File: config.mk
export PLATFORM = sky130hd
export DESIGN_NAME = apb_req_master
export DESIGN_NICKNAME = d
export VERILOG_FILES = /design/src/rtl/apb_req_master.sv
export SDC_FILE = /design/constraint.sdc
export NUM_CORES = 1
export LEC_CHECK = 0
export ABC_AREA = 1
export BUFFER_PORTS_ARGS = -buffer_cell sky130_fd_sc_hd__buf_2
export CAP_MARGIN = 20
export CORE_UTILIZATION = 46
export DETAILED_ROUTE_END_ITERATION = 10
export PLACE_DENSITY = 0.87
export SYNTH_ARGS = -nofsm -noshare
export SYNTH_HDL_FRONTEND = slang
export SYNTH_SLANG_ARGS = --single-unit
File: constraint.sdc
create_clock -name clk_i -period 2.8 [get_ports clk_i]
set_clock_uncertainty 0.2 [all_clocks]
set_input_delay 0.42 -clock clk_i [delete_from_list [all_inputs] [get_ports clk_i]]
set_output_delay 0.42 -clock clk_i [all_outputs]
set_load 0.005 [all_outputs]
File: src/rtl/apb_req_master.sv
// apb_req_master
//   Initiator side of the peripheral APB. Takes one valid/ready request from the
//   core interconnect and runs it as an APB3 transfer (SETUP -> ACCESS). It then
//   returns read data and error status on a valid/ready response port.
//   A per-transfer watchdog aborts an ACCESS phase that a hung slave never completes.
// Ports
//   clk_i, rst_i                        clock, synchronous active-high reset
//   req_valid_i/req_ready_o             request handshake
//   req_addr_i/req_we_i/req_wdata_i     request payload
//   rsp_valid_o/rsp_ready_i             response handshake
//   rsp_rdata_o/rsp_err_o               response payload
//   paddr_o/pwdata_o/pwrite_o           APB request side
//   psel_o/penable_o                    APB phase control
//   prdata_i/pready_i/pslverr_i         APB completion side
module apb_req_master #(
  parameter int APB_ADDR_WIDTH = 32,
  parameter int APB_DATA_WIDTH = 32,
  parameter int TIMEOUT_CYCLES = 256
) (
  input  logic                      clk_i,
  input  logic                      rst_i,
  input  logic                      req_valid_i,
  output logic                      req_ready_o,
  input  logic [APB_ADDR_WIDTH-1:0] req_addr_i,
  input  logic                      req_we_i,
  input  logic [APB_DATA_WIDTH-1:0] req_wdata_i,
  output logic                      rsp_valid_o,
  input  logic                      rsp_ready_i,
  output logic [APB_DATA_WIDTH-1:0] rsp_rdata_o,
  output logic                      rsp_err_o,
  output logic [APB_ADDR_WIDTH-1:0] paddr_o,
  output logic [APB_DATA_WIDTH-1:0] pwdata_o,
  output logic                      pwrite_o,
  output logic                      psel_o,
  output logic                      penable_o,
  input  logic [APB_DATA_WIDTH-1:0] prdata_i,
  input  logic                      pready_i,
  input  logic                      pslverr_i
);

  localparam bit WD_EN = (TIMEOUT_CYCLES != 0);
  localparam int WDW = WD_EN ? $clog2(TIMEOUT_CYCLES) + 1 : 1;
  localparam int WD_LAST_I = WD_EN ? TIMEOUT_CYCLES - 1 : 0;
  localparam logic [WDW-1:0] WD_LAST = WD_LAST_I[WDW-1:0];
  localparam logic [WDW-1:0] WD_MAX = '1;

  typedef enum logic [1:0] {S_IDLE, S_SETUP, S_ACCESS, S_RESP} state_t;

  state_t                    r_state;
  logic [WDW-1:0]            r_wdog;
  logic                      r_req_ready;
  logic                      r_rsp_valid;
  logic [APB_DATA_WIDTH-1:0] r_rsp_rdata;
  logic                      r_rsp_err;
  logic [APB_ADDR_WIDTH-1:0] r_paddr;
  logic [APB_DATA_WIDTH-1:0] r_pwdata;
  logic                      r_pwrite;
  logic                      r_psel;
  logic                      r_penable;

  // Last ACCESS cycle the slave is allowed before the transfer is aborted.
  logic w_timeout;
  assign w_timeout = WD_EN && (r_wdog == WD_LAST);

  // Byte lanes of the address are dropped: APB transfers are word aligned.
  logic w_unused;
  assign w_unused = &{1'b0, req_addr_i[1:0]};

  always_ff @(posedge clk_i) begin
    if (rst_i) begin
      r_state     <= S_IDLE;
      r_wdog      <= '0;
      r_req_ready <= 1'b1;
      r_rsp_valid <= 1'b0;
      r_rsp_rdata <= '0;
      r_rsp_err   <= 1'b0;
      r_paddr     <= '0;
      r_pwdata    <= '0;
      r_pwrite    <= 1'b0;
      r_psel      <= 1'b0;
      r_penable   <= 1'b0;
    end else begin
      case (r_state)
        S_IDLE: begin
          if (req_valid_i && r_req_ready) begin
            r_paddr     <= {req_addr_i[APB_ADDR_WIDTH-1:2], 2'b00};
            r_pwrite    <= req_we_i;
            r_pwdata    <= req_wdata_i;
            r_req_ready <= 1'b0;
            r_psel      <= 1'b1;
            r_wdog      <= '0;
            r_state     <= S_SETUP;
          end
        end
        S_SETUP: begin
          r_penable <= 1'b1;
          r_state   <= S_ACCESS;
        end
        S_ACCESS: begin
          // pready wins over a timeout landing on the same cycle.
          if (pready_i) begin
            r_psel      <= 1'b0;
            r_penable   <= 1'b0;
            r_rsp_rdata <= r_pwrite ? '0 : prdata_i;
            r_rsp_err   <= pslverr_i;
            r_rsp_valid <= 1'b1;
            r_state     <= S_RESP;
          end else if (w_timeout) begin
            r_psel      <= 1'b0;
            r_penable   <= 1'b0;
            r_rsp_rdata <= '0;
            r_rsp_err   <= 1'b1;
            r_rsp_valid <= 1'b1;
            r_state     <= S_RESP;
          end else if (r_wdog != WD_MAX) begin
            r_wdog <= r_wdog + 1'b1;
          end
        end
        S_RESP: begin
          if (rsp_ready_i) begin
            r_rsp_valid <= 1'b0;
            r_req_ready <= 1'b1;
            r_state     <= S_IDLE;
          end
        end
        default: r_state <= S_IDLE;
      endcase
    end
  end

  assign req_ready_o = r_req_ready;
  assign rsp_valid_o = r_rsp_valid;
  assign rsp_rdata_o = r_rsp_rdata;
  assign rsp_err_o   = r_rsp_err;
  assign paddr_o     = r_paddr;
  assign pwdata_o    = r_pwdata;
  assign pwrite_o    = r_pwrite;
  assign psel_o      = r_psel;
  assign penable_o   = r_penable;

endmodule

==> results.yml <==
status:
  status: "finished, final reports clean"
critical_path:
  critPathLaunch: "r_wdog[0]"
  path_cells: "ha_1 > nand2_1 > inv_1 > nand2_1 > nor3b_1 > ha_1 > nor2_2 > nor2_4 > nand4_4 > buf_4 > o21ai_0"
  slowest_stage: "dfxtp_1"
  cp_max_fo: 32
  cp.arrival_ns: 2.58
  worstPathRequired_ns: 2.89
  r2r_start: "r_wdog[0]"
  critical_path_buf_inv_count: 2
  crit_type: "reg -> reg"
  end_kind: "register"
  cp_slowest_stage_delay_ns: 0.38
  crit_family: "simple AND/OR/NAND/NOR gates"
  start_kind: "register"
sta:
  finalWorstSetupSlack_ns: 0.3102
  timing.setup.tns_ns: 0
  finalHoldViolCount: 0
  tightest_slew_ns: 0.6834
  finalMaxSlewViolations: 0
  maxSlewHeadroom_pct: 54.44
  fin_crit_ns: 2.490
  holdWs_ns: 0.08520
  setup_violations: 0
  clock.fmax_ghz: 0.4016
  rsz0062_at_grt: "no"
  fin_crit_sh_pct: 88.92
cts:
  h-tree-depth: 3
  clockRootBuffer: "clkbuf_8"
  clkTransAtPathRegs_ns: 0.11
  clockBufferDepth: 2
  postCtsSetupRepairBufs: 0
  cts_tree: "built"
  insertion_delay_ns: 0.36
  cts_made_buffers: 9
  cts_resized: 0
  numClockSinks: 111
  ctsHoldBuffers: 0
hold_path:
  holdCritStartpoint: "req_wdata_i[9]"
  hold_class: "in -> reg"
global_route:
  first_global_vias: 3673
  grt_max_degree: 67
  grt-ovfl-total: 0
  grt_pass1_wl_um: 16120
  grt_usage_pct: 20.18
  antenna_found_initial: 0
routing:
  ant_nets: 0
  wirelength_um: 10120
  wl_per_cell_um: 11.61
  drc: 0
  drt_pass1_iterations: 4
  vias_per_cell: 4.726
  vias: 4121
  drt_iter0_drc: 138
logic_synthesis:
  synthXorXnorAreaFrac_pct: 0
  ys_ff_latch: 111
  yosys_warnings: 0
  synth_edf_count: 0
  ys_types: 26
  seq_area_frac_synth_pct: 50.87
  synth_top_area_share_pct: 50.87
  avgSynthCellArea_sq_um: 7.884
  synth-simple-area-share_pct: 22.80
  synthArstFlopShare_pct: 0
  synth_compound_area_share_pct: 15.55
  synthAdderAreaFrac_pct: 2.292
  synth_cells: 554
  synthTopCellsByArea: "dfxtp_1 51%, nand2_1 14%, a21oi_1 7.7%"
  synth_top_family_by_area: "simple AND/OR/NAND/NOR gates"
  synth_top_area_cell: "dfxtp_1"
  netlist_area_sq_mm: 0.004368
  muxShareOfSynthArea_pct: 0
  synth-main-ff-cell: "dfxtp_1"
final_layout:
  drive_gt1_share_pct: 34.72
  nNetsFinal: 849
  postLayoutCoreUtil_pct: 60.58
  area_growth_syn_to_layout_pct: 28.16
  num_antenna_cells: 0
power_and_ir_drop:
  pwr_density_cell_mw_per_mm2: 751.9
  ir_drop_mv: 0.3034
  p_leak_nw: 2.774
floorplanning:
  io_pins: 205
  dieArea_sq_mm: 0.009889
  die_w_um: 99.45
  die_h_um: 99.45
  rows: 35
  start_util_pct: 47.27
  core_area_sq_mm: 0.009240
run:
  cap_violations: 0
place:
  pre_cts_ws_ns: 0.3334
  hpwl_um: 7054
  numPortBuffers: 200
  globalplace.congestion: 0.7980
==> cell usage in the layout (no fill, tap or decap) <==
master,n
ha_1,8
o21ai_4,1
inv_8,2
buf_4,5
nor3_1,3
nand4_1,1
a21oi_1,67
clkbuf_8,9
clkinv_1,1
o21ai_2,30
o21a_1,1
a31oi_1,2
dfxtp_1,111
inv_1,47
nor2_2,1
nor3b_1,1
clkbuf_1,2
conb_1,2
nand4_4,1
nor2_4,1
nand3_2,2
clkinv_4,1
nor2_1,29
inv_2,2
buf_12,1
o21ai_0,9
buf_2,200
inv_6,2
nand2_1,161
nand3_1,40
==> tightest hold or removal path: stages <==
cell and delay (ns):
buf_2 0.09, nand2_1 0.05, a21oi_1 0.05
==> worst paths after layout <==
kind	endpoint	slack, ns	cells after the start
worst max-delay path	rsp_rdata_o[0]	0.31	11
worst min-delay path	pwdata_o[9]	0.09	3
worst max register to register	rsp_rdata_o[0]	0.31	11
worst min register to register	paddr_o[21]	0.27	2
==> power by group <==
group	total [mW]	switching, mW	leakage (nW)	internal, mW
clock network	0.898	0.552	0.0924	0.346
registers	1.95	0.124	0.904	1.83
logic	1.36	0.849	1.78	0.512
==> synth_stat cells (3+ instances only) <==
library cell / instances
nor3_1: 3
a21oi_1: 67
nor2_1: 29
buf_6: 3
buf_2: 14
o21ai_2: 30
nand2_1: 161
inv_1: 47
nand3_1: 41
buf_4: 3
dfxtp_1: 111
ha_1: 8
o21ai_0: 9
clkbuf_1: 14
==> routing by layer <==
metal	part of all wire, %	GRT usage (%)	vias to the layer above
li1	-	-	2129
met5	0	0	-
met2	49	36.49	157
met1	41	21.93	1824
met4	1.1	6.448	0
met3	8.9	7.238	11
==> cell type report <==
cell class / instances / area [sq um]
Fill cell: 846 / 3642
Sequential cell: 111 / 2222
Multi-Input combinational cell: 360 / 1788
Timing Repair Buffer: 206 / 1059
Inverter: 50 / 187.7
Tap cell: 129 / 161.4
Clock buffer: 11 / 131.4
Clock inverter: 5 / 48.80
==> flip-flops by register name, indices dropped and copies added (netlist names) <==
| name | flops |
|---|---|
| paddr_o | 30 |
| penable_o | 1 |
| psel_o | 1 |
| pwdata_o | 32 |
| pwrite_o | 1 |
| r_state | 2 |
| r_wdog | 9 |
| req_ready_o | 1 |
| rsp_err_o | 1 |
| rsp_rdata_o | 32 |
| rsp_valid_o | 1 |
==> cells by family (layout without fill, tap and decap cells) <==
group,Yosys count,after routing
adders and majority gates,8,8
other,1,2
DFF,111,111
and+or+nand+nor,240,240
AOI/OAI and AO/OA,110,110
buffers and inverters,84,272
==> stage by stage <==
step | cells | instance area (sq um) | power, mW
after floorplan | 555 | 4372 | 2.895
after CTS | 872 | 5598 | 4.258
final | 872 | 5598 | 4.209
after global placement | 856 | 5418 | 3.323
after detailed placement | 856 | 5418 | 3.356
after global routing | 872 | 5598 | 4.519
Note: power is estimated with default switching activity, not from simulation.
